File: config.mk
export PLATFORM = sky130hd
export DESIGN_NAME = xcorr_sched_flat
export DESIGN_NICKNAME = d
export VERILOG_FILES = /design/src/rtl/xcorr_pkg.sv /design/src/rtl/xcorr_sched_if.sv /design/src/rtl/xcorr_mac.sv /design/src/rtl/xcorr_sched.sv /design/src/flat_wrapper.sv
export SDC_FILE = /design/constraint.sdc
export NUM_CORES = 1
export LEC_CHECK = 0
export ABC_AREA = 1
export BUFFER_PORTS_ARGS = -buffer_cell sky130_fd_sc_hd__buf_2
export CORE_MARGIN = 2
export CORE_UTILIZATION = 55
export CTS_BUF_LIST = sky130_fd_sc_hd__clkbuf_8 sky130_fd_sc_hd__clkbuf_16
export DETAILED_ROUTE_END_ITERATION = 12
export PLACE_DENSITY = 0.69
export RECOVER_POWER = 100
export SLEW_MARGIN = 10
export SYNTH_ARGS = -nofsm -noshare
export SYNTH_HDL_FRONTEND = slang
export SYNTH_SLANG_ARGS = --single-unit
File: constraint.sdc
create_clock -name hclk -period 5.4 [get_ports hclk]
set_clock_uncertainty 0.2 [all_clocks]
set_input_delay 0 -clock hclk [delete_from_list [all_inputs] [get_ports hclk]]
set_output_delay 0 -clock hclk [all_outputs]
set_load 0.03 [all_outputs]
File: src/rtl/xcorr_pkg.sv
// Shared types and helpers for the cross-correlation sweep scheduler.
// Holds the FSM state enum, accumulator sizing, saturation limits and lag addressing.
package xcorr_pkg;

  typedef enum logic [2:0] {
    ST_IDLE,
    ST_ISSUE,
    ST_DRAIN,
    ST_CMP,
    ST_FIN
  } state_e;

  localparam logic [31:0] SAT_MAX = 32'h7FFF_FFFF;
  localparam logic [31:0] SAT_MIN = 32'h8000_0000;

  // Wide enough that LEN full-scale products can never overflow.
  function automatic int acc_width(int dw, int len);
    return 2 * dw + $clog2(len);
  endfunction

  // Positive lag shifts buffer A forward; negative lag shifts buffer B forward.
  function automatic int lag_addr(int n, int k, bit port_b);
    if (k >= 0) return port_b ? n : n + k;
    else        return port_b ? n - k : n;
  endfunction

endpackage

File: src/rtl/xcorr_sched_if.sv
// Read port into the two sample buffers (A and B share one strobe).
// The scheduler drives addresses; the buffers return data one cycle after rd_en.
interface xcorr_sched_if #(
  parameter int DW = 16,
  parameter int AW = 8
);
  logic                 rd_en;
  logic [AW-1:0]        rd_addr_a;
  logic [AW-1:0]        rd_addr_b;
  logic signed [DW-1:0] rd_data_a;
  logic signed [DW-1:0] rd_data_b;

  modport master (output rd_en, rd_addr_a, rd_addr_b, input rd_data_a, rd_data_b);
  modport slave  (input rd_en, rd_addr_a, rd_addr_b, output rd_data_a, rd_data_b);
endinterface

File: src/rtl/xcorr_mac.sv
// Pipelined signed multiply-accumulate: one register stage for the product,
// one for the running sum. clr_i zeroes the sum and drops any product in flight.
module xcorr_mac
  import xcorr_pkg::*;
#(
  parameter int DW    = 16,
  parameter int ACC_W = 40
) (
  input  logic                    hclk,
  input  logic                    hresetn,
  input  logic                    clr_i,
  input  logic                    vld_i,
  input  logic signed [DW-1:0]    a_i,
  input  logic signed [DW-1:0]    b_i,
  output logic signed [ACC_W-1:0] acc_o
);

  logic signed [2*DW-1:0]  prod_q;
  logic                    prod_vld_q;
  logic signed [ACC_W-1:0] acc_q;

  // NOTE: sequential state uses non-blocking assignments so every register
  // samples the pre-edge values regardless of statement order.
  always_ff @(posedge hclk or negedge hresetn) begin
    if (!hresetn) begin
      prod_q     <= '0;
      prod_vld_q <= 1'b0;
      acc_q      <= '0;
    end else begin
      prod_q     <= (2*DW)'(a_i) * (2*DW)'(b_i);
      prod_vld_q <= vld_i & ~clr_i;
      if (clr_i)           acc_q <= '0;
      else if (prod_vld_q) acc_q <= acc_q + ACC_W'(prod_q);
    end
  end

  assign acc_o = acc_q;

endmodule

File: src/rtl/xcorr_sched.sv
// Cross-correlation sweep scheduler: walks every lag in -MAX_LAG..+MAX_LAG, feeds the MAC
// and publishes the peak. Build option XCORR_SCHED_ABS_PEAK_EN selects peak by magnitude.
module xcorr_sched
  import xcorr_pkg::*;
#(
  parameter int LEN     = 256,
  parameter int MAX_LAG = 32,
  parameter int DW      = 16,
  parameter int AW      = 8
) (
  input  logic                 hclk,
  input  logic                 hresetn,
  input  logic                 start,
  input  logic                 abort,
  xcorr_sched_if.master        rd,
  output logic                 busy,
  output logic                 done,
  output logic [31:0]          max_sequence_x,
  output logic [31:0]          max_sequence_y
);

  localparam int ACC_W = acc_width(DW, LEN);
  localparam int KW    = AW + 1;
  localparam logic signed [KW-1:0] K_MAX = KW'(MAX_LAG);
  localparam logic signed [KW-1:0] K_MIN = -K_MAX;
  localparam logic [AW-1:0]        N_TOP = AW'(LEN - 1);

  state_e state_q, state_d;

  logic signed [KW-1:0]    k_q, k_d;
  logic [AW-1:0]           n_q, n_d;
  logic                    drain_q, drain_d;
  logic                    first_q, first_d;
  logic signed [ACC_W-1:0] best_val_q, best_val_d;
  logic signed [KW-1:0]    best_lag_q, best_lag_d;
  logic [31:0]             max_x_q, max_x_d;
  logic [31:0]             max_y_q, max_y_d;
  logic                    rd_vld_q;
  logic                    mac_clr;

  logic signed [ACC_W-1:0] acc;
  logic [AW-1:0]           abs_k;
  logic                    last_n, last_k;
  logic                    better, upd;
  logic signed [ACC_W-1:0] win_val;
  logic signed [KW-1:0]    win_lag;
  logic [31:0]             win_sat;

  assign abs_k  = k_q[KW-1] ? AW'(-k_q) : AW'(k_q);
  assign last_n = (n_q == N_TOP - abs_k);
  assign last_k = (k_q == K_MAX);

`ifdef XCORR_SCHED_ABS_PEAK_EN
  logic signed [ACC_W-1:0] acc_mag, best_mag;
  assign acc_mag  = acc[ACC_W-1] ? -acc : acc;
  assign best_mag = best_val_q[ACC_W-1] ? -best_val_q : best_val_q;
  assign better   = acc_mag > best_mag;
`else
  assign better   = acc > best_val_q;
`endif

  // Strict compare: on a tie the earlier (more negative) lag is kept.
  assign upd     = first_q | better;
  assign win_val = upd ? acc : best_val_q;
  assign win_lag = upd ? k_q : best_lag_q;

  if (ACC_W > 32) begin : g_sat
    logic ovf;
    assign ovf     = ~(&win_val[ACC_W-1:31]) & (|win_val[ACC_W-1:31]);
    assign win_sat = ovf ? (win_val[ACC_W-1] ? SAT_MIN : SAT_MAX) : win_val[31:0];
  end else begin : g_ext
    assign win_sat = 32'(win_val);
  end

  always_ff @(posedge hclk or negedge hresetn) begin
    if (!hresetn) state_q <= ST_IDLE;
    else          state_q <= state_d;
  end

  always_comb begin
    state_d = state_q;
    unique case (state_q)
      ST_IDLE:  if (start)   state_d = ST_ISSUE;
      ST_ISSUE: if (last_n)  state_d = ST_DRAIN;
      ST_DRAIN: if (drain_q) state_d = ST_CMP;
      ST_CMP:   state_d = last_k ? ST_FIN : ST_ISSUE;
      ST_FIN:   state_d = ST_IDLE;
      default:  state_d = ST_IDLE;
    endcase
    // Abort overrides everything, including a simultaneous start.
    if (abort) state_d = ST_IDLE;
  end

  always_comb begin
    rd.rd_en     = 1'b0;
    rd.rd_addr_a = '0;
    rd.rd_addr_b = '0;
    busy         = 1'b0;
    done         = 1'b0;
    mac_clr      = (state_q != ST_ISSUE) && (state_d == ST_ISSUE);
    unique case (state_q)
      ST_ISSUE: begin
        rd.rd_en     = 1'b1;
        rd.rd_addr_a = AW'(lag_addr(int'(n_q), int'(k_q), 1'b0));
        rd.rd_addr_b = AW'(lag_addr(int'(n_q), int'(k_q), 1'b1));
        busy         = 1'b1;
      end
      ST_DRAIN, ST_CMP: busy = 1'b1;
      ST_FIN:           done = 1'b1;
      default:          ;
    endcase
  end

  // NOTE: every variable gets a default before the case so no path leaves
  // it unassigned, which would otherwise infer a latch.
  always_comb begin
    k_d        = k_q;
    n_d        = n_q;
    drain_d    = 1'b0;
    first_d    = first_q;
    best_val_d = best_val_q;
    best_lag_d = best_lag_q;
    max_x_d    = max_x_q;
    max_y_d    = max_y_q;
    unique case (state_q)
      ST_IDLE: if (start && !abort) begin
        k_d     = K_MIN;
        n_d     = '0;
        first_d = 1'b1;
      end
      ST_ISSUE: n_d = n_q + AW'(1);
      ST_DRAIN: drain_d = ~drain_q;
      ST_CMP: if (!abort) begin
        best_val_d = win_val;
        best_lag_d = win_lag;
        first_d    = 1'b0;
        n_d        = '0;
        if (last_k) begin
          max_x_d = 32'(win_lag);
          max_y_d = win_sat;
        end else begin
          k_d = k_q + KW'(1);
        end
      end
      default: ;
    endcase
  end

  always_ff @(posedge hclk or negedge hresetn) begin
    if (!hresetn) begin
      k_q        <= '0;
      n_q        <= '0;
      drain_q    <= 1'b0;
      first_q    <= 1'b0;
      best_val_q <= '0;
      best_lag_q <= '0;
      max_x_q    <= '0;
      max_y_q    <= '0;
      rd_vld_q   <= 1'b0;
    end else begin
      k_q        <= k_d;
      n_q        <= n_d;
      drain_q    <= drain_d;
      first_q    <= first_d;
      best_val_q <= best_val_d;
      best_lag_q <= best_lag_d;
      max_x_q    <= max_x_d;
      max_y_q    <= max_y_d;
      rd_vld_q   <= rd.rd_en;
    end
  end

  assign max_sequence_x = max_x_q;
  assign max_sequence_y = max_y_q;

  xcorr_mac #(
    .DW    (DW),
    .ACC_W (ACC_W)
  ) u_mac (
    .hclk    (hclk),
    .hresetn (hresetn),
    .clr_i   (mac_clr),
    .vld_i   (rd_vld_q),
    .a_i     (rd.rd_data_a),
    .b_i     (rd.rd_data_b),
    .acc_o   (acc)
  );

endmodule

File: src/flat_wrapper.sv
// flat-port wrapper written by rule: the top's interface ports become plain ports
module xcorr_sched_flat import xcorr_pkg::*;
#(
  parameter int LEN     = 256,
  parameter int MAX_LAG = 32,
  parameter int DW      = 16,
  parameter int AW      = 8
)
  (hclk, hresetn, start, abort, busy, done, max_sequence_x, max_sequence_y, rd_rd_en, rd_rd_addr_a, rd_rd_addr_b, rd_rd_data_a, rd_rd_data_b);
  xcorr_sched_if #(.DW(DW), .AW(AW)) rd_i ();
  input  logic hclk;
  input  logic hresetn;
  input  logic start;
  input  logic abort;
  output logic busy;
  output logic done;
  output logic [31:0] max_sequence_x;
  output logic [31:0] max_sequence_y;
  output wire logic [$bits(rd_i.rd_en)-1:0] rd_rd_en;
  output wire logic [$bits(rd_i.rd_addr_a)-1:0] rd_rd_addr_a;
  output wire logic [$bits(rd_i.rd_addr_b)-1:0] rd_rd_addr_b;
  input wire logic [$bits(rd_i.rd_data_a)-1:0] rd_rd_data_a;
  input wire logic [$bits(rd_i.rd_data_b)-1:0] rd_rd_data_b;
  assign rd_rd_en = rd_i.rd_en;
  assign rd_rd_addr_a = rd_i.rd_addr_a;
  assign rd_rd_addr_b = rd_i.rd_addr_b;
  assign rd_i.rd_data_a = rd_rd_data_a;
  assign rd_i.rd_data_b = rd_rd_data_b;
  xcorr_sched #(.LEN(LEN), .MAX_LAG(MAX_LAG), .DW(DW), .AW(AW)) u_core (.hclk(hclk), .hresetn(hresetn), .start(start), .abort(abort), .rd(rd_i), .busy(busy), .done(done), .max_sequence_x(max_sequence_x), .max_sequence_y(max_sequence_y));
endmodule
## Word-level counts from Yosys, hierarchy flattened

Cells that the tools add are included.

| operators by class | value |
|---|---|
| add/sub/neg operators | 7 |
| $mul | 1 |
| divide/modulo/power cells | 0 |
| order comparisons | 2 |
| eq/ne operators | 11 |
| shift operators | 0 |
| muxes and demuxes | 31 |
| bitwise logic cells | 7 |
| reductions and logical operators | 15 |

Operator list:

| cell | count |
|---|---|
| 2-to-1 mux 40 bit | 3 |
| 2-to-1 mux 32 bit | 2 |
| 2-to-1 mux 8 bit | 7 |
| adder 40 x 32 -> 40 bit | 1 |
| > comparator 40 bit | 1 |
| 2-to-1 mux 9 bit | 4 |
| multiplier 16 x 16 -> 32 bit | 1 |
| case mux 8 bit (3 select lines) | 1 |
| case mux 9 bit (2 select lines) | 1 |
| 2-to-1 mux 3 bit | 5 |
| case mux 3 bit (4 select lines) | 1 |
| adder 9 x 2 -> 9 bit, second input constant | 1 |
| equality test 9 x 7 -> 1 bit, second input constant | 1 |
| greater-or-equal comparator 9 x 1 -> 1 bit, second input constant | 1 |
| AND reduction 3 bit | 3 |
| AND reduction 9 bit | 1 |
| OR reduction 9 bit | 1 |
| adder 8 x 1 -> 8 bit, second input constant | 1 |
| adder 8 bit | 1 |
| equality test 8 bit | 1 |
| negation 8 bit | 1 |
| subtractor 8 bit | 1 |
| subtractor 8 bit, first input constant | 1 |
| equality test 3 x 1 -> 1 bit, second input constant | 2 |
| 18 further kinds | 31 |

| storage, ports and cells | value |
|---|---|
| flip-flop bits (word level) | 186 |
| latch bits | 0 |
| bits in writable memories | 0 |
| memory bits (read-only) | 0 |
| input port bits | 36 |
| output and inout port bits | 83 |
| logic and storage cells | 87 |
| memories | 0 |

## Logic depth before layout (Yosys ltp)

Gate-level depths: netlist of run 1.

| logic depth | value |
|---|---|
| depth in word-level cells | 11 |
| gate-level depth with buffers | 32 |
| depth with buffers taken out | 30 |

## Modules after synthesis

Synthesis of run 1 repeated with hierarchy kept, for this count alone.

| second synthesis, totals | value |
|---|---|
| cell total of the unflattened synthesis | 3319 |
| area, all modules | 23812.8 um^2 |

Modules (own cells, without submodules):

| module | times used | cells each | area each (um^2) | sequential area each (um^2) |
|---|---|---|---|---|
| xcorr_mac | 1 | 2282 | 16126.7 | 1826.8 |
| xcorr_sched | 1 | 1037 | 7686.1 | 2827.7 |

## Least setup slack after synthesis of run 1

OpenSTA, ideal clock, no wires.

| path | value |
|---|---|
| path type | in2reg |
| from | input rd_rd_data_a[10] |
| to | register u_core.u_mac.prod_q[26] |
| setup time | 0.125 ns |
| data arrival time | 5.299 ns |
| required time | 5.075 ns |
| setup slack | -0.224 ns |
| stages | 22 |
| buffers on the path | 2 |
| cells stage by stage | clkbuf_1 > clkbuf_1 > nand2_1 > fa_1 > fa_1 > fa_1 > fa_1 > inv_1 > fa_1 > inv_1 > fa_1 > inv_1 > ha_1 > a21oi_1 > inv_1 > a21oi_1 > o21ai_0 > a21oi_1 > o21ai_0 > nand2_1 > nand2_1 > xor2_1 |

| on the way | value |
|---|---|
| word-level cells in the longest chain between the ends | 1 |

Ends and longest elaborated chain:

| item | line | text |
|---|---|---|
| from (decl) | flat_wrapper.sv:22 | `input wire logic [$bits(rd_i.rd_data_a)-1:0] rd_rd_data_a;` |
| multiplier 16 x 16 -> 32 bit | xcorr_mac.sv:30 | `prod_q <= (2*DW)'(a_i) * (2*DW)'(b_i);` |
| to (signal assigned) | xcorr_mac.sv:30 |  |
| to (decl) | xcorr_mac.sv:18 | `logic signed [2*DW-1:0] prod_q;` |

No other way between the ends.
A chain may end at the register's enable or synchronous reset.

## Final worst setup path of run 1

| path | value |
|---|---|
| from | input rd_rd_data_b[1] |
| to | register u_core.u_mac.prod_q[31] |

| on the way | value |
|---|---|
| word-level cells in the longest chain between the ends | 1 |

Ends and longest elaborated chain:

| item | line | text |
|---|---|---|
| from (decl) | flat_wrapper.sv:23 | `input wire logic [$bits(rd_i.rd_data_b)-1:0] rd_rd_data_b;` |
| multiplier 16 x 16 -> 32 bit | xcorr_mac.sv:30 |  |

No other way between the ends.

==> flow_metrics.env, run 1 <==
export IMPL_ant_nets=0
export IMPL_ys_warn_count=0
export IMPL_crit_fanout=7
export IMPL_grt_pass1_wl_microns=90600
export IMPL_routed_wl_microns=53200
export IMPL_yosysMostFrequentCell="nand2_1"
export IMPL_cts_sinks=186
export IMPL_setup_viol=0
export IMPL_grt_usage_pct=26.9
export IMPL_synth_area_per_cell_sq_um=7.76
export IMPL_crit_type="input port to register"
export IMPL_vias_per_cell=5.15
export IMPL_cts_tree="built"
export IMPL_setup_slack_ns=0.314
export IMPL_io_pins=119
export IMPL_port_buffers=118
export IMPL_die_h_microns=205
export IMPL_cts_buffers=17
export IMPL_ys_flop_type="dfrtp_1"
export IMPL_placed_area_sq_um=23900
export IMPL_drive_gt1_share_pct=8.01
export IMPL_hold_class="input port to register"
export IMPL_gp_congestion=0.926
export IMPL_fin_nets=3488
export IMPL_fin_util_pct=61.3
export IMPL_syn_nets=3332
export IMPL_clk_pin_slew_ns=0.08
export IMPL_relSlewSlack_pct=-81.3
export IMPL_synth_top_area_share_pct=24.0
export IMPL_start_util_pct=55.7
export IMPL_synth_area_leaders="fa_1, dfrtp_1, nand2_1"
export IMPL_status="finished, violations left"
export IMPL_rsz0062_at_grt="no"
export IMPL_violations="max-capacitance violations, max-slew violations"
export IMPL_period_share_pct=94.2
export IMPL_crit_required_ns=5.59
export IMPL_drt_iter0_drc=919
export IMPL_root_buffer="clkbuf_16"
export IMPL_yosys_area_top_type="fa_1"
export IMPL_syn_to_final_growth_pct=10.0
export IMPL_synth_commonest_cells="nand2_1, inv_1, fa_1"
export IMPL_synth_cell_types=50
export IMPL_final_area_sq_um=24400
export IMPL_grt_overflow=0
export IMPL_syn_area_sq_um=22100
export IMPL_synth_edf_count=0
export IMPL_grt_antenna_before_repair=0
export IMPL_layout_min_cycle_time_ns=5.09
export IMPL_end_kind="register"
export IMPL_vias=18300
export IMPL_start_kind="input port"
export IMPL_dp_hpwl_microns=44500
export IMPL_ys_ff_latch=186
export IMPL_firstDrtPassIters=5
export IMPL_grt_max_degree=105
export IMPL_htreeDepth=4
export IMPL_worstPathArrival_ns=5.27
export IMPL_hold_violations=0
export IMPL_post_place_ws_ns=-0.199
export IMPL_max_freq_mhz=197
export IMPL_drc=0
export IMPL_netlist_instances=2853
export IMPL_core_area_sq_um=39700
export IMPL_worst_pin_slew_ns=2.72
export IMPL_rows=73
export IMPL_first_global_vias=18900
export IMPL_synth_seq_area_share_pct=21.0
export IMPL_clk_path_buf_depth=2
export IMPL_insertion_delay_ns=0.47
export IMPL_die_area_sq_um=41900
export IMPL_slew_viol_final=146
export IMPL_antenna_cells=0
export IMPL_max_cap_viol_count=2
export IMPL_postCtsSetupBuffers=0
export IMPL_wl_per_cell_microns=15.0
export IMPL_die_w_microns=205
export IMPL_ys_async_sr_fraction_pct=100
[state kept, by name, summed over array words and instances (netlist names)]
signal and flops:
u_core.u_mac.prod_q 32, u_core.first_q 1, u_core.best_val_q 40, u_core.rd_vld_q 1
u_core.best_lag_q 9, u_core.drain_q 1, u_core.u_mac.prod_vld_q 1, u_core.state_q 3
u_core.k_q 9, u_core.max_sequence_y 32, u_core.n_q 8, u_core.max_sequence_x 9
u_core.u_mac.acc_o 40
[routing by layer]
layer  part of all wire [%]  track usage, %  up-vias
met5                      0               0        -
met1                     44            34.9     8759
met4                    3.0            9.55        0
li1                       -               -     8995
met2                     49            46.4      423
met3                    4.0            3.26      103
[cell type report]
type | instances | area (sq um)
tap | 525 | 657
timing repair buffer | 264 | 1600
clock inverter | 14 | 178
fill | 3675 | 15400
clock buffer | 18 | 439
sequential | 186 | 4650
inverter | 636 | 2390
multi-input combinational | 1904 | 14500
[cells by family (layout without fill, tap and decap cells)]
logic type	count (synthesis)	in the layout	synth area share, %
and+or+nand+nor	939	939	17.4
buffers and inverters	763	932	13.5
xor gates and xnor gates	79	79	3.12
adders and majority gates	443	443	34.0
DFF	186	186	21.0
AOI/OAI and AO/OA	443	443	10.8
[path summary, 6_finish.rpt]
check | start | to | slack [ns] | cells past startpoint
hold / removal | abort | u_core.state_q[1] | 0.11 | 3
setup / recovery | rd_rd_data_b[1] | u_core.u_mac.prod_q[31] | 0.31 | 20
hold reg to reg | u_core.drain_q | u_core.drain_q | 0.22 | 1
setup reg to reg | u_core.best_val_q[39] | u_core.max_sequence_y[12] | 0.48 | 20
min in group asynchronous | hresetn | u_core.max_sequence_y[3] | 0.70 | 2
max in group asynchronous | hresetn | u_core.u_mac.prod_q[11] | 1.33 | 3
[cell usage in the layout, fill, tap and decap left out, types with 3 or more instances in the layout]
cell / Yosys / routed
a21oi_1: 172 / 171
buf_12: 0 / 3
o2111ai_1: 4 / 4
o221ai_1: 3 / 3
clkbuf_2: 0 / 4
o21a_1: 5 / 5
inv_8: 0 / 4
buf_4: 28 / 119
a21o_1: 4 / 4
clkbuf_1: 91 / 92
inv_1: 631 / 634
xor2_1: 53 / 53
fa_1: 265 / 265
and3_1: 4 / 4
ha_1: 178 / 178
inv_6: 0 / 3
dlygate4sd3_1: 0 / 7
nor3_1: 23 / 24
buf_2: 1 / 34
clkbuf_4: 0 / 5
o21bai_1: 5 / 5
a31oi_1: 22 / 22
o21ai_0: 199 / 199
clkbuf_16: 0 / 17
a211oi_1: 4 / 4
or2_2: 37 / 37
nor2_1: 124 / 126
o31ai_1: 4 / 4
nand3_1: 59 / 60
nand4_1: 17 / 17
dfrtp_1: 186 / 186
o211ai_1: 10 / 10
nand2_1: 656 / 657
xnor2_1: 26 / 26
nor4_1: 5 / 5
[worst max-delay path, stage by stage]
cell      delay [ns]
buf_2           0.16
buf_4           0.18
nand2_1         0.10
inv_1           0.08
fa_1            0.61
fa_1            0.74
fa_1            0.54
fa_1            0.57
inv_1           0.06
fa_1            0.50
fa_1            0.55
inv_1           0.04
ha_1            0.35
nand2_1         0.09
nor2_1          0.16
nand2_1         0.09
inv_1           0.06
nand4_1         0.09
o211ai_1        0.12
xor2_1          0.16
[through the flow]
| step | TNS, ns | hold slack [ns] | std cells |
|---|---|---|---|
| 5_1_grt | 0 | 0.123 | 3547 |
| 4_1_cts | 0 | 0.0377 | 3547 |
| 3_3_place_gp | -0.393 | -0.0371 | 3508 |
| 2_1_floorplan | 0 | -0.496 | 2853 |
| 3_5_place_dp | -1.11 | -0.0217 | 3508 |
| 6_report | 0 | 0.110 | 3547 |
[what timing repair did]
item,4_1_cts,5_1_grt
setup endpoints to repair,0,1
hold endpoints to repair,114,0
gates resized for setup,0,2
hold buffers,7,0
Power of run 1 is left out: the tool's default activity adds up to more than one toggle a clock period on the data nets, which glitch-free logic cannot reach.
==> run 2, diff against run 1 <==
Settings changed: GPL_TIMING_DRIVEN set to 0.
==> flow_metrics.env, run 2 (synthesis gave the netlist of run 1 again) <==
export IMPL_wl_per_cell_microns=16.4
export IMPL_violations="max-capacitance violations, max-slew violations"
export IMPL_start_kind="input port"
export IMPL_drive_gt1_share_pct=6.76
export IMPL_relSlewSlack_pct=-69.5
export IMPL_cts_buffers=17
export IMPL_crit_fanout=10
export IMPL_end_kind="register"
export IMPL_grt_antenna_before_repair=0
export IMPL_fin_setup_tns_ns=0
export IMPL_hold_violations=0
export IMPL_hold_class="input port to register"
export IMPL_vias_per_cell=5.26
export IMPL_gp_congestion=0.962
export IMPL_post_place_ws_ns=-1.12
export IMPL_crit_required_ns=5.59
export IMPL_crit_type="input port to register"
export IMPL_rows=73
export IMPL_vias=18500
export IMPL_io_pins=119
export IMPL_setup_slack_ns=0.174
export IMPL_ant_nets=0
export IMPL_core_area_sq_um=39700
export IMPL_fillers=3755
export IMPL_htreeDepth=4
export IMPL_antenna_cells=0
export IMPL_worstPathArrival_ns=5.41
export IMPL_grt_overflow=0
export IMPL_placed_area_sq_um=23400
export IMPL_grt_pass1_wl_microns=95600
export IMPL_final_area_sq_um=24000
export IMPL_max_freq_mhz=191
export IMPL_start_util_pct=55.7
export IMPL_insertion_delay_ns=0.46
export IMPL_worst_pin_slew_ns=2.54
export IMPL_die_area_sq_um=41900
export IMPL_die_h_microns=205
export IMPL_die_w_microns=205
export IMPL_max_cap_viol_count=2
export IMPL_layout_min_cycle_time_ns=5.23
export IMPL_port_buffers=91
export IMPL_period_share_pct=96.8
export IMPL_drt_iter0_drc=1025
export IMPL_cts_sinks=186
export IMPL_slew_viol_final=189
export IMPL_most_common_layout_cells="nand2_1, inv_1, fa_1"
export IMPL_grt_usage_pct=28.9
export IMPL_status="finished, violations left"
export IMPL_first_global_vias=19000
export IMPL_layout_commonest_cell="nand2_1"
export IMPL_fin_nets=3452
export IMPL_clk_pin_slew_ns=0.07
export IMPL_drc=0
export IMPL_dp_hpwl_microns=47800
export IMPL_clk_path_buf_depth=2
export IMPL_setup_viol=0
export IMPL_firstDrtPassIters=5
export IMPL_grt_max_degree=106
export IMPL_cts_tree="built"
export IMPL_syn_to_final_growth_pct=8.23
export IMPL_root_buffer="clkbuf_16"
export IMPL_routed_wl_microns=57600
run 2: path summary, 6_finish.rpt:
check	from	endpoint	slack, ns	depth (start not counted)
max	rd_rd_data_a[8]	u_core.u_mac.prod_q[29]	0.17	24
min	rd_rd_data_a[1]	u_core.u_mac.prod_q[1]	0.01	4
max reg2reg	u_core.state_q[2]	u_core.u_mac.acc_o[24]	0.42	11
min reg2reg	u_core.drain_q	u_core.drain_q	0.23	1
max in group asynchronous	hresetn	u_core.max_sequence_x[4]	1.25	3
min in group asynchronous	hresetn	u_core.max_sequence_y[3]	0.66	2
run 2: metrics by stage:
| stage | hold WS [ns] | cells | util, % |
|---|---|---|---|
| final | 0.0119 | 3511 | 60.3 |
| after global placement | 0.0688 | 3469 | 58.7 |
| after floorplan | -0.496 | 2853 | - |
| after detailed placement | -0.0896 | 3470 | 58.8 |
| after CTS | 0.00566 | 3507 | 60.6 |
| after global routing | 0.0446 | 3511 | 60.3 |
run 2: timing repair:
action | CTS | global route
buffers inserted | 0 | 5
pin swaps | 1 | 2
hold buffers | 6 | 0
cloned | 0 | 0
endpoints found under the setup margin | 14 | 11
gates resized for setup | 45 | 60
endpoints found under the hold margin | 140 | 0
run 2: critical path, stage by stage:
cell and delay, ns:
buf_2 0.23, clkbuf_8 0.24, nand2_1 0.08, fa_1 0.49
fa_1 0.48, fa_1 0.54, fa_1 0.55, inv_1 0.06
fa_1 0.54, inv_1 0.06, fa_1 0.52, inv_1 0.04
ha_1 0.36, nand2_1 0.09, o21ai_2 0.19, nand2_1 0.09
nand2_2 0.15, a21oi_4 0.08, inv_1 0.09, nand3_1 0.07
nand2_1 0.13, nand3_1 0.09, nand2_1 0.08, xor2_1 0.13
run 2: cell type report:
type,instances,area [sq um],share of cell area [%]
inverter,636,2390,9.96
multi-input combinational,1904,14500,60.3
clock inverter,13,110,0.459
timing repair buffer,103,483,2.02
tap,525,657,2.74
buffer,125,762,3.18
sequential,186,4650,19.4
clock buffer,19,453,1.89
run 2: routing by layer:
layer  track usage (%)  vias to the layer above  part of all wire [%]
li1                  -                     8930                     -
met1              35.8                     8899                    42
met2              51.8                      520                    50
met3              3.53                      113                   5.0
met4              9.89                        0                   3.3
met5                 0                        -                     0
Power of run 2 is left out for the same reason.
